### src/rtl/nybble_fetch_if.sv
// Memory, opcode and redirect signals shared between the fetch stage
// (master) and its environment: byte memory plus execute core (slave).
interface nybble_fetch_if #(
  parameter int ADDR_WIDTH = 12
);
  logic                  mem_req;
  logic [ADDR_WIDTH-1:0] mem_addr;
  logic                  mem_ack;
  logic [7:0]            mem_rdata;
  logic                  op_valid;
  logic                  op_ready;
  logic [3:0]            op;
  logic [15:0]           op_pc;
  logic [15:0]           op_operand;
  logic [15:0]           op_target;
  logic [15:0]           op_next_pc;
  logic                  redirect;
  logic [15:0]           redirect_pc;

  modport master (
    output mem_req, mem_addr, op_valid, op, op_pc, op_operand, op_target, op_next_pc,
    input  mem_ack, mem_rdata, op_ready, redirect, redirect_pc
  );

  modport slave (
    input  mem_req, mem_addr, op_valid, op, op_pc, op_operand, op_target, op_next_pc,
    output mem_ack, mem_rdata, op_ready, redirect, redirect_pc
  );
endinterface

### src/rtl/nybble_fetch.sv
// nybbleForth fetch/predecode: reads instruction bytes, splits them into
// two opcodes (high nibble first), gathers inline operands and presents one
// decoded opcode per handshake. Control transfers arrive via redirect.
module nybble_fetch #(
  parameter int          ADDR_WIDTH = 12,
  parameter logic [15:0] RESET_PC   = 16'h0000
) (
  input logic            clock,
  input logic            reset_n,
  nybble_fetch_if.master bus
);

  typedef enum logic [2:0] {FETCH, WAIT_I, OPND_LO, OPND_HI, PRESENT} state_t;

  state_t                state, state_nxt;
  logic [15:0]           pc, pc_nxt;
  logic [15:0]           ipc, ipc_nxt;          // address of the byte held in ir
  logic [7:0]            ir, ir_nxt;
  logic                  nib_lo, nib_lo_nxt;    // 0: high nibble current, 1: low
  logic                  discard, discard_nxt;  // drop the byte of the request in flight
  logic                  mem_req, mem_req_nxt;
  logic [ADDR_WIDTH-1:0] mem_addr, mem_addr_nxt;
  logic                  op_valid, op_valid_nxt;
  logic [3:0]            op, op_nxt;
  logic [15:0]           op_pc, op_pc_nxt;
  logic [15:0]           op_operand, op_operand_nxt;
  logic [15:0]           op_target, op_target_nxt;
  logic [15:0]           op_next_pc, op_next_pc_nxt;

  logic                  eval;
  logic [3:0]            eval_nib;
  logic [15:0]           eval_pc;
  logic                  mem_done;
  logic [15:0]           pc_inc;
  logic signed [15:0]    branch_off;

  // call, 0branch and literal carry inline operand bytes
  function automatic logic has_operand(input logic [3:0] n);
    return (n == 4'd1) || (n == 4'd3) || (n == 4'd6);
  endfunction

  assign mem_done   = mem_req && bus.mem_ack;
  assign pc_inc     = pc + 16'd1;
  assign branch_off = {{8{bus.mem_rdata[7]}}, bus.mem_rdata};

  // Next-state logic: fetch sequencing, operand gathering, handshake, redirect
  always_comb begin
    state_nxt      = state;
    pc_nxt         = pc;
    ipc_nxt        = ipc;
    ir_nxt         = ir;
    nib_lo_nxt     = nib_lo;
    discard_nxt    = discard;
    mem_req_nxt    = mem_req;
    mem_addr_nxt   = mem_addr;
    op_valid_nxt   = op_valid;
    op_nxt         = op;
    op_pc_nxt      = op_pc;
    op_operand_nxt = op_operand;
    op_target_nxt  = op_target;
    op_next_pc_nxt = op_next_pc;
    eval           = 1'b0;
    eval_nib       = 4'h0;
    eval_pc        = pc;

    case (state)
      FETCH: begin
        if (discard) begin
          // stale request from before a redirect: wait out its ack, drop the byte
          if (mem_done) begin
            mem_req_nxt = 1'b0;
            discard_nxt = 1'b0;
          end
        end else begin
          mem_req_nxt  = 1'b1;
          mem_addr_nxt = pc[ADDR_WIDTH-1:0];
          state_nxt    = WAIT_I;
        end
      end
      WAIT_I: begin
        if (mem_done) begin
          ir_nxt      = bus.mem_rdata;
          ipc_nxt     = pc;
          pc_nxt      = pc_inc;
          nib_lo_nxt  = 1'b0;
          mem_req_nxt = 1'b0;
          eval        = 1'b1;
          eval_nib    = bus.mem_rdata[7:4];
          eval_pc     = pc_inc;
        end
      end
      OPND_LO: begin
        if (!mem_req) begin
          mem_req_nxt  = 1'b1;
          mem_addr_nxt = pc[ADDR_WIDTH-1:0];
        end else if (mem_done) begin
          mem_req_nxt = 1'b0;
          pc_nxt      = pc_inc;
          if (op == 4'd3) begin
            // branch offset is relative to the byte after the offset
            op_operand_nxt = branch_off;
            op_target_nxt  = pc_inc + branch_off;
            op_next_pc_nxt = pc_inc;
            op_valid_nxt   = 1'b1;
            state_nxt      = PRESENT;
          end else begin
            op_operand_nxt = {8'h00, bus.mem_rdata};
            state_nxt      = OPND_HI;
          end
        end
      end
      OPND_HI: begin
        if (!mem_req) begin
          mem_req_nxt  = 1'b1;
          mem_addr_nxt = pc[ADDR_WIDTH-1:0];
        end else if (mem_done) begin
          mem_req_nxt    = 1'b0;
          pc_nxt         = pc_inc;
          op_operand_nxt = {bus.mem_rdata, op_operand[7:0]};
          op_next_pc_nxt = pc_inc;
          op_valid_nxt   = 1'b1;
          state_nxt      = PRESENT;
        end
      end
      PRESENT: begin
        if (op_valid && bus.op_ready) begin
          op_valid_nxt = 1'b0;
          if (!nib_lo) begin
            // low nibble's operands follow the high nibble's, so start at pc
            nib_lo_nxt = 1'b1;
            eval       = 1'b1;
            eval_nib   = ir[3:0];
            eval_pc    = pc;
          end else begin
            state_nxt = FETCH;
          end
        end
      end
      default: state_nxt = FETCH;
    endcase

    if (eval) begin
      op_nxt         = eval_nib;
      op_pc_nxt      = ipc_nxt;
      op_operand_nxt = 16'h0000;
      op_target_nxt  = 16'h0000;
      op_next_pc_nxt = eval_pc;
      if (has_operand(eval_nib)) begin
        op_valid_nxt = 1'b0;
        state_nxt    = OPND_LO;
      end else begin
        op_valid_nxt = 1'b1;
        state_nxt    = PRESENT;
      end
    end

    // redirect wins over everything; an in-flight request is kept until acked
    if (bus.redirect) begin
      state_nxt    = FETCH;
      pc_nxt       = bus.redirect_pc;
      nib_lo_nxt   = 1'b0;
      op_valid_nxt = 1'b0;
      mem_req_nxt  = mem_req && !bus.mem_ack;
      discard_nxt  = mem_req && !bus.mem_ack;
      mem_addr_nxt = mem_addr;
    end
  end

  // State and output registers with asynchronous reset
  always_ff @(posedge clock or negedge reset_n) begin
    if (!reset_n) begin
      state      <= FETCH;
      pc         <= RESET_PC;
      ipc        <= 16'h0000;
      ir         <= 8'h00;
      nib_lo     <= 1'b0;
      discard    <= 1'b0;
      mem_req    <= 1'b0;
      mem_addr   <= '0;
      op_valid   <= 1'b0;
      op         <= 4'h0;
      op_pc      <= 16'h0000;
      op_operand <= 16'h0000;
      op_target  <= 16'h0000;
      op_next_pc <= 16'h0000;
    end else begin
      state      <= state_nxt;
      pc         <= pc_nxt;
      ipc        <= ipc_nxt;
      ir         <= ir_nxt;
      nib_lo     <= nib_lo_nxt;
      discard    <= discard_nxt;
      mem_req    <= mem_req_nxt;
      mem_addr   <= mem_addr_nxt;
      op_valid   <= op_valid_nxt;
      op         <= op_nxt;
      op_pc      <= op_pc_nxt;
      op_operand <= op_operand_nxt;
      op_target  <= op_target_nxt;
      op_next_pc <= op_next_pc_nxt;
    end
  end

  assign bus.mem_req    = mem_req;
  assign bus.mem_addr   = mem_addr;
  assign bus.op_valid   = op_valid;
  assign bus.op         = op;
  assign bus.op_pc      = op_pc;
  assign bus.op_operand = op_operand;
  assign bus.op_target  = op_target;
  assign bus.op_next_pc = op_next_pc;

endmodule

### src/flat_wrapper.sv
// flat-port wrapper written by rule: the top's interface ports become plain ports
module nybble_fetch_flat 
#(
  parameter int          ADDR_WIDTH = 12,
  parameter logic [15:0] RESET_PC   = 16'h0000
)
  (clock, reset_n, bus_mem_req, bus_mem_addr, bus_op_valid, bus_op, bus_op_pc, bus_op_operand, bus_op_target, bus_op_next_pc, bus_mem_ack, bus_mem_rdata, bus_op_ready, bus_redirect, bus_redirect_pc);
  nybble_fetch_if #(.ADDR_WIDTH(ADDR_WIDTH)) bus_i ();
  input logic clock;
  input logic reset_n;
  output wire logic [$bits(bus_i.mem_req)-1:0] bus_mem_req;
  output wire logic [$bits(bus_i.mem_addr)-1:0] bus_mem_addr;
  output wire logic [$bits(bus_i.op_valid)-1:0] bus_op_valid;
  output wire logic [$bits(bus_i.op)-1:0] bus_op;
  output wire logic [$bits(bus_i.op_pc)-1:0] bus_op_pc;
  output wire logic [$bits(bus_i.op_operand)-1:0] bus_op_operand;
  output wire logic [$bits(bus_i.op_target)-1:0] bus_op_target;
  output wire logic [$bits(bus_i.op_next_pc)-1:0] bus_op_next_pc;
  input wire logic [$bits(bus_i.mem_ack)-1:0] bus_mem_ack;
  input wire logic [$bits(bus_i.mem_rdata)-1:0] bus_mem_rdata;
  input wire logic [$bits(bus_i.op_ready)-1:0] bus_op_ready;
  input wire logic [$bits(bus_i.redirect)-1:0] bus_redirect;
  input wire logic [$bits(bus_i.redirect_pc)-1:0] bus_redirect_pc;
  assign bus_mem_req = bus_i.mem_req;
  assign bus_mem_addr = bus_i.mem_addr;
  assign bus_op_valid = bus_i.op_valid;
  assign bus_op = bus_i.op;
  assign bus_op_pc = bus_i.op_pc;
  assign bus_op_operand = bus_i.op_operand;
  assign bus_op_target = bus_i.op_target;
  assign bus_op_next_pc = bus_i.op_next_pc;
  assign bus_i.mem_ack = bus_mem_ack;
  assign bus_i.mem_rdata = bus_mem_rdata;
  assign bus_i.op_ready = bus_op_ready;
  assign bus_i.redirect = bus_redirect;
  assign bus_i.redirect_pc = bus_redirect_pc;
  nybble_fetch #(.ADDR_WIDTH(ADDR_WIDTH), .RESET_PC(RESET_PC)) u_core (.clock(clock), .reset_n(reset_n), .bus(bus_i));
endmodule
### config.mk
export PLATFORM = sky130hd
export DESIGN_NAME = nybble_fetch_flat
export DESIGN_NICKNAME = d
export VERILOG_FILES = /design/src/rtl/nybble_fetch_if.sv /design/src/rtl/nybble_fetch.sv /design/src/flat_wrapper.sv
export SDC_FILE = /design/constraint.sdc
export NUM_CORES = 1
export LEC_CHECK = 0
export ABC_AREA = 1
export CORE_ASPECT_RATIO = 1.4
export CORE_MARGIN = 2
export CORE_UTILIZATION = 28
export CTS_CLUSTER_SIZE = 20
export DETAILED_ROUTE_END_ITERATION = 6
export SYNTH_ARGS = -nofsm -noshare
export SYNTH_HDL_FRONTEND = slang
export SYNTH_SLANG_ARGS = --single-unit
### constraint.sdc
create_clock -name clock -period 2.84 [get_ports clock]
set_clock_uncertainty 0.05 [all_clocks]
set_input_delay 0.568 -clock clock [delete_from_list [all_inputs] [get_ports clock]]
set_output_delay 0.568 -clock clock [all_outputs]
set_load 0.03 [all_outputs]
After elaboration in Yosys (flattened, before gate mapping) --
Cells that the tools add are included.
Storage, ports and cells: register bits 123, latch bits 0, bits in writable memories 0, bits in read-only memories 0, input port bits 29, output and inout port bits 82, word-level logic and storage cells 147, memories kept 0
Operators by class: add/subtract/negate cells 2, multiply operators 0, div/mod/pow operators 0, order comparisons 0, equal/unequal tests 28, shifts and indexed selects 0, mux-type cells 72, bitwise operators 1, reduce and logical (&&, ||, !) cells 29
Operators by type and width (number):
- $mux W16 | 23
- $pmux W16 S2 | 3
- $mux W3 | 11
- $ne A4 B2 Y1 const B | 7
- $mux W12 | 2
- $pmux W12 S2 | 1
- $mux W1 | 23
- $ne A3 B1 Y1 const B | 6
- $add A16 B1 Y16 const B | 1
- $add A16 B16 Y16 | 1
- $pmux W3 S5 | 1
- $mux W4 | 3
- $reduce_and A4 Y1 | 3
- $reduce_bool A2 Y1 | 6
- $ne A3 B2 Y1 const B | 3
- $reduce_bool A3 Y1 | 3
- $eq A4 B2 Y1 const B | 2
- $pmux W4 S2 | 1
- $reduce_and A8 Y1 | 1
- $reduce_and A7 Y1 | 1
- $eq A3 B2 Y1 const B | 2
- $pmux W1 S3 | 2
- $reduce_and A6 Y1 | 1
- $reduce_and A5 Y1 | 1
- other kinds (18) | 24

Depth between registers and ports, before layout --
Gate-level depths: netlist of the first run.
depth in word-level cells 9, depth in mapped cells 22, depth with buffers taken out 22

Worst setup path before layout of the first run --
OpenSTA, ideal clock, no wires.
kind register to register, from register u_core.pc[0], to register u_core.op_target[15] (netlist: u_core.bus.op_target[15]), data arrival time 2.290 ns, setup slack 0.382 ns, stages on the path, launching flop included 21, path buffers 0, period minus slack after synthesis 2.458 ns, path through dfrtp_1 -> ha_1 -> nand2_1 -> inv_1 -> nand2_1 -> nor2_1 -> nand2_1 -> o21bai_1 -> nand2_1 -> inv_1 -> ha_1 -> a21oi_1 -> nand2_1 -> nand2_1 -> nand2_1 -> inv_1 -> nand2_1 -> inv_1 -> nand2_1 -> nand3_1 -> nand2_1
Between the ends: longest elaborated chain between the ends 7
RTL lines:
- start, declared | RTL line nybble_fetch.sv:16 | logic [15:0] pc, pc_nxt;
- start signal, assigned | RTL line nybble_fetch.sv:188 | pc <= pc_nxt;
- $add A16 B1 Y16 | RTL line nybble_fetch.sv:43 | assign pc_inc = pc + 16'd1;
- $add A16 B16 Y16 | RTL line nybble_fetch.sv:102 | op_target_nxt = pc_inc + branch_off;
- $mux W16 | RTL line nybble_fetch.sv:99 | if (op == 4'd3) begin
- $mux W16 | RTL line nybble_fetch.sv:96 | end else if (mem_done) begin
- $mux W16 | RTL line nybble_fetch.sv:93 | if (!mem_req) begin
- $mux W16 | RTL line nybble_fetch.sv:66 | case (state)
- $mux W16 | RTL line nybble_fetch.sv:142 | if (eval) begin
- end signal, assigned | RTL line nybble_fetch.sv:199 | op_target <= op_target_nxt;
- end, declared | RTL line nybble_fetch.sv:27 | logic [15:0] op_target, op_target_nxt;
No other way between the ends. The select of a mux whose other input is x is not followed. A chain may end at the register's enable or synchronous reset.

Worst setup path after layout of the first run --
from register u_core.pc[1], to register u_core.op_target[15] (netlist: u_core.bus.op_target[15])
The elaborated chain is that of the path after synthesis.

==> results of run 1 <==
[metrics by stage]
stage	setup TNS, ns	worst slack, ns
2_1_floorplan	0	0.382
5_1_grt	-0.0513	-0.0296
6_report	0	0.200
4_1_cts	0	0.0109
3_3_place_gp	0	0.0680
3_5_place_dp	0	0.0338
[cell type report]
cell class / instances / area (sq um) / area share, %
repair buffers: 149 / 1400 / 15.6
clock inverters: 12 / 138 / 1.53
well taps: 306 / 383 / 4.26
multi-input cells: 662 / 3240 / 36.0
inverters: 77 / 289 / 3.22
flip-flops and latches: 123 / 3080 / 34.2
clock buffers: 20 / 457 / 5.08
[repair_timing]
item | 4_1_cts | 5_1_grt
endpoints found under the setup margin | 0 | 7
resized for setup | 0 | 20
buffers inserted | 0 | 3
[synthesized netlist by cell type, types with 3 or more instances]
cell,count
clkbuf_1,14
a21o_1,3
o211ai_1,12
nand3b_1,4
o21ai_0,72
xor2_1,11
nor2_1,71
nand4_1,7
nor2_2,6
nand3_1,47
and2_1,3
ha_1,19
a21oi_1,36
nand2_1,337
dfrtp_1,123
nor3_1,7
a31oi_1,3
xnor2_1,4
o21bai_1,5
inv_1,71
inv_2,4
buf_2,15
[worst paths after layout]
path	depth (start not counted)	slack, ns	end
min in group clock	2	0.42	u_core.bus.op_next_pc[7]$_DFFE_PN0P_
setup / recovery	18	0.20	u_core.bus.op_target[15]$_DFFE_PN0P_
max in group asynchronous	2	1.93	u_core.bus.op_target[11]$_DFFE_PN0P_
hold / removal	1	0.08	u_core.bus.op_operand[10]$_DFFE_PN0P_
setup reg to reg	18	0.20	u_core.bus.op_target[15]$_DFFE_PN0P_
hold reg to reg	2	0.42	u_core.bus.op_next_pc[7]$_DFFE_PN0P_
[power by group]
group	internal [mW]	switching (mW)
registers	2.54	0.537
clock network	1.34	0.829
logic	2.22	3.68
total	6.10	5.05
[metal layers]
layer	wire length, microns	part of all wire (%)
met1	8630	42
met2	10300	51
met3	939	4.6
met4	525	2.6
met5	0	0
[cell usage in the layout, fill, tap and decap left out, types with 8 or more instances in the layout]
| master | instances |
|---|---|
| o21ai_0 | 71 |
| inv_1 | 71 |
| nand2_1 | 332 |
| clkdlybuf4s50_1 | 109 |
| xor2_1 | 11 |
| nor2_1 | 68 |
| ha_1 | 14 |
| a21oi_1 | 34 |
| dfrtp_1 | 123 |
| clkbuf_16 | 17 |
| nand3_1 | 47 |
| o211ai_1 | 12 |
| nor2_2 | 8 |
| buf_4 | 39 |
[flip-flops by register name, indices dropped and copies added, names as in the netlist]
name / cells
u_core.bus.mem_req: 1
u_core.ir: 4
u_core.nib_lo: 1
u_core.discard: 1
u_core.bus.op_pc: 16
u_core.state: 3
u_core.ipc: 16
u_core.bus.op: 4
u_core.bus.op_next_pc: 16
u_core.bus.op_target: 16
u_core.pc: 16
u_core.bus.mem_addr: 12
u_core.bus.op_valid: 1
u_core.bus.op_operand: 16
[cells by family after synthesis]
| group | count (synthesis) | share of synthesized area [%] |
|---|---|---|
| buffers and inverters | 108 | 6.48 |
| DFF | 123 | 46.2 |
| adders and majority gates | 20 | 3.87 |
| and+or+nand+nor | 488 | 29.8 |
| xor gates and xnor gates | 15 | 1.97 |
| AOI/OAI and AO/OA | 139 | 11.7 |
==> impl_metrics.toml, run 1 <==
[outcome]
run_status = "finished clean"

[sta]
finalSetupViolCount = 0
fin_crit_sh_pct = 93.0
fmax_mhz = 379
timing.hold.ws_ns = 0.0811
finalMaxSlewViolations = 0
slew_headroom_pct = 46.3
rsz0062_at_grt = "yes"
fin_crit_ns = 2.64
worst_pin_slew_ns = 0.802
finalHoldViolCount = 0

[global_route]
grt_pass1_wl_microns = 32600
grt_use_total_pct = 16.8
top_usage_layer = "met2"
gr-total-overflow = 0
met1_usage_pct = 20.5
grt_antenna_before_repair = 0
met2_usage_pct = 29.3
grt_pass1_vias = 6271
use_met3_pct = 2.80
grt_max_degree = 62

[synthesis]
avgSynthCellArea_sq_um = 7.46
synth_top_area_share_pct = 46.2
yosys.area.top_type = "dfrtp_1"
synth-main-ff-cell = "dfrtp_1"
synth.area.top_cells = "dfrtp_1, nand2_1, o21ai_0"
ys_ff_latch = 123
syn_nets = 942
synth_edf_count = 0
synthArstFlopShare_pct = 100
yosys_warnings = 0
yosysSeqAreaShare_pct = 46.2
synth_area_sq_mm = 0.00666
synth_cells = 893
ys_types = 36

[placement]
post-place-cells = 1314
place_area_sq_mm = 0.00828
gp_congestion = 0.900
io_buffers = 110
dp_hpwl_microns = 15600

[worst_setup_path]
cp_top_family = "simple AND/OR/NAND/NOR gates"
cpMostUsedCell = "nand2_1"
path_max_fanout = 5
slowest_stage = "dfrtp_1"
crit_type = "flip-flop to flip-flop"
critPathMaxStageDelay_ns = 0.41
crit_required_ns = 3.10
timing.rr.start = "u_core.pc[1]$_DFFE_PN0P_"
crit_arrival_ns = 2.90
critPathBufInv = 3
cp-startpoint = "u_core.pc[1]$_DFFE_PN0P_"
endpoint_kind = "flip-flop"
crit_chain = "ha_2 -> nand2_1 -> inv_1 -> nand2_2 -> nor2_4 -> nand2_1 -> nand2_1 -> inv_1 -> ha_1 -> nand2_1 -> inv_1 -> nand2_1 -> nor3_1 -> nand2_1 -> nand2_1 -> nand3_1 -> nand3_1 -> nand2_1"
critPathLaunchType = "flip-flop"

[clocking]
cts_root_buffer = "clkbuf_16"
cts.sinks = 123
clk_pin_slew_ns = 0.06
ctsHoldBuffers = 0
cts.htree.levels = 4
cts_buffer_depth = 2
clk_latency_ns = 0.42
cts_tree = "built"
cts_made_buffers = 17

[cells_and_area]
antenna_cells = 0
finalNonFillerCells = 1349
n_fill_cell = 2467
final_layout_size_suffix_gt1_share_pct = 9.97
areaGrowthSynthToFinish_pct = 34.9
nets = 1079
final_core_util_pct = 38.6
fin_area_sq_mm = 0.00899

[hold_path]
min_path_type = "input port to asynchronous set/reset pin"

[detailed_routing]
first_pass_iters = 5
drt_iter0_drc = 441
ant_nets = 0
drt-vias-per-instance = 4.69
drc = 0
wl_per_cell_microns = 15.2
vias = 6326
wl_microns = 20400

[die]
die_h_microns = 187
start_util_pct = 28.6
core-area_sq_mm = 0.0233
std_cell_rows = 66
io-pin-count = 111
die_area_sq_mm = 0.0251
die-width_microns = 134

[power]
finalPower_mw = 11.1
p_leak_nw = 4.43
power.density_mw_per_mm2 = 1240
vdd_drop_max_mv = 0.558

[flow_run]
cap_violations = 0
Note: power is estimated with default switching activity, not from simulation.
==> run 2: changes to the inputs <==
--- a/config.mk
+++ b/config.mk
@@ -9,7 +9,6 @@
 export CORE_ASPECT_RATIO = 1.4
 export CORE_MARGIN = 2
 export CORE_UTILIZATION = 28
-export CTS_CLUSTER_SIZE = 20
 export DETAILED_ROUTE_END_ITERATION = 6
 export SYNTH_ARGS = -nofsm -noshare
 export SYNTH_HDL_FRONTEND = slang
==> results of run 2 <==
Same layout as run 1: the final DEF is identical, and so are final timing and power.
==> run 3: changes to the inputs <==
--- a/config.mk
+++ b/config.mk
@@ -7,9 +7,10 @@
 export LEC_CHECK = 0
 export ABC_AREA = 1
 export CORE_ASPECT_RATIO = 1.4
-export CORE_MARGIN = 2
+export CORE_MARGIN = 3
 export CORE_UTILIZATION = 28
 export DETAILED_ROUTE_END_ITERATION = 6
+export SLEW_MARGIN = 30
 export SYNTH_ARGS = -nofsm -noshare
 export SYNTH_HDL_FRONTEND = slang
 export SYNTH_SLANG_ARGS = --single-unit
==> impl_metrics.toml, run 3 (synthesis results as in run 1) <==
[clocking]
cts_buffer_depth = 2
clk_latency_ns = 0.42
clk_pin_slew_ns = 0.06
cts.htree.levels = 4
cts_tree = "built"
cts.sinks = 123
cts_made_buffers = 17
cts_root_buffer = "clkbuf_16"

[global_route]
grt_pass1_wl_microns = 33100
grt_max_degree = 46
grt_pass1_vias = 6049
grt_use_total_pct = 16.6
gr-total-overflow = 0
grt_antenna_before_repair = 0

[sta]
fin_crit_ns = 2.66
slew_headroom_pct = 46.9
postLayoutSetupSlackWorst_ns = 0.179
finalHoldViolCount = 0
finalSetupViolCount = 0
fmax_mhz = 376
fin_crit_sh_pct = 93.7
worst_pin_slew_ns = 0.794
finalMaxSlewViolations = 0
fin_setup_tns_ns = 0

[detailed_routing]
drt-vias-per-instance = 4.66
drt_iter0_drc = 483
met3WireLength_microns = 957
wl_met2_microns = 10200
vias = 6273
wl_per_cell_microns = 15.5
drc = 0
met1_length_microns = 9070
top_layer_used = "met4"
first_pass_iters = 6
ant_nets = 0
wl_microns = 20800

[die]
core-area_sq_mm = 0.0233
start_util_pct = 28.6
die_area_sq_mm = 0.0257
die_h_microns = 189
std_cell_rows = 66
io-pin-count = 111
die-width_microns = 136

[worst_setup_path]
critPathMaxStageDelay_ns = 0.42
cpMostUsedCell = "nand2_1"
crit_type = "flip-flop to flip-flop"
endpoint_kind = "flip-flop"
slowest_stage = "dfrtp_1"
crit_arrival_ns = 2.93
critPathLaunchType = "flip-flop"
path_max_fanout = 5
reg2reg_slack_ns = 0.18
crit_required_ns = 3.11
crit_chain = "ha_2 -> nand2_1 -> inv_1 -> nor2_1 -> ha_1 -> or2_2 -> nand2_1 -> o21bai_1 -> nand2_1 -> nand2_1 -> or2_2 -> nand3_1 -> nand2_1"

[placement]
io_buffers = 110
place_area_sq_mm = 0.00827
gp_congestion = 0.892
dp_hpwl_microns = 15700
place_ws_ns = 0.0590

[cells_and_area]
antenna_cells = 0
nets = 1076
areaGrowthSynthToFinish_pct = 34.0
final_layout_size_suffix_gt1_share_pct = 9.52
final_cell_mix = "nand2_1, dfrtp_1, clkdlybuf4s50_1"
final_common_cell = "nand2_1"
fin_area_sq_mm = 0.00893
n_fill_cell = 2459

[power]
p_leak_nw = 4.42
finalPower_mw = 11.1
power.density_mw_per_mm2 = 1240
vdd_drop_max_mv = 0.605

[flow_run]
cap_violations = 0

[hold_path]
min_path_type = "input port to asynchronous set/reset pin"

[outcome]
run_status = "finished clean"
## run 3: changes by cell type in the layout (fill, tap and decap cells not counted), sizes merged
cell	change
buf	-3
clkbuf	-1
clkinv	+2
clkinvlp	-2
inv	+1
## run 3: per-stage QoR
| stage | hold slack (ns) | instances | util, % |
|---|---|---|---|
| after global routing | 0.0735 | 1346 | 38.3 |
| after detailed placement | 0.408 | 1312 | 35.5 |
| after floorplan | 0.222 | 893 | - |
| after CTS | 0.0529 | 1344 | 38.1 |
| final | 0.0430 | 1346 | 38.3 |
| after global placement | 0.404 | 1312 | 35.5 |
## run 3: critical path, delay by kind of cell, from the launching register on
family                   cells  cell delay [ns]
adder cells (fa/ha/maj)      2             0.53
AO/OA/AOI/OAI                1             0.15
flip-flops                   1             0.42
AND/OR/NAND/NOR              9             1.35
buffers and inverters        1             0.06
## run 3: worst paths after layout
check | startpoint | endpoint | cells after the start
worst max register to register | u_core.pc[1]$_DFFE_PN0P_ | u_core.bus.op_target[9]$_DFFE_PN0P_ | 13
worst min register to register | u_core.bus.op_next_pc[15]$_DFFE_PN0P_ | u_core.bus.op_next_pc[15]$_DFFE_PN0P_ | 2
max in group asynchronous | reset_n | u_core.bus.op_next_pc[12]$_DFFE_PN0P_ | 2
min in group clock | u_core.bus.op_next_pc[15]$_DFFE_PN0P_ | u_core.bus.op_next_pc[15]$_DFFE_PN0P_ | 2
worst min-delay path | reset_n | u_core.bus.op_operand[14]$_DFFE_PN0P_ | 1
worst max-delay path | u_core.pc[1]$_DFFE_PN0P_ | u_core.bus.op_target[9]$_DFFE_PN0P_ | 13
## run 3: area by class of cell
class | count | area (sq um) | area share, %
Timing Repair Buffer | 146 | 1380 | 15.5
Tap cell | 306 | 383 | 4.29
Inverter | 77 | 289 | 3.24
Clock inverter | 13 | 141 | 1.58
Multi-Input combinational cell | 662 | 3200 | 35.9
Clock buffer | 19 | 453 | 5.07
Sequential cell | 123 | 3080 | 34.5
## run 3: report_power, final
part           total, mW  switching [mW]  leakage (nW)  internal [mW]
Combinational       5.84            3.67          2.60           2.17
Clock               2.19           0.847         0.286           1.34
Sequential          3.07           0.537          1.54           2.53
Total               11.1            5.05          4.42           6.05
## run 3: repair_timing
item,in CTS,in global routing
hold endpoints to repair,0,0
buffers inserted,0,2
setup endpoints to repair,0,6
hold buffers,0,0
resized for setup,0,15
## run 3: metal layers
metal	global-route usage, %	vias to the layer above
li1	-	3147
met1	21.2	2905
met3	2.99	31
met4	5.74	0
met5	0	-
met2	28.1	190
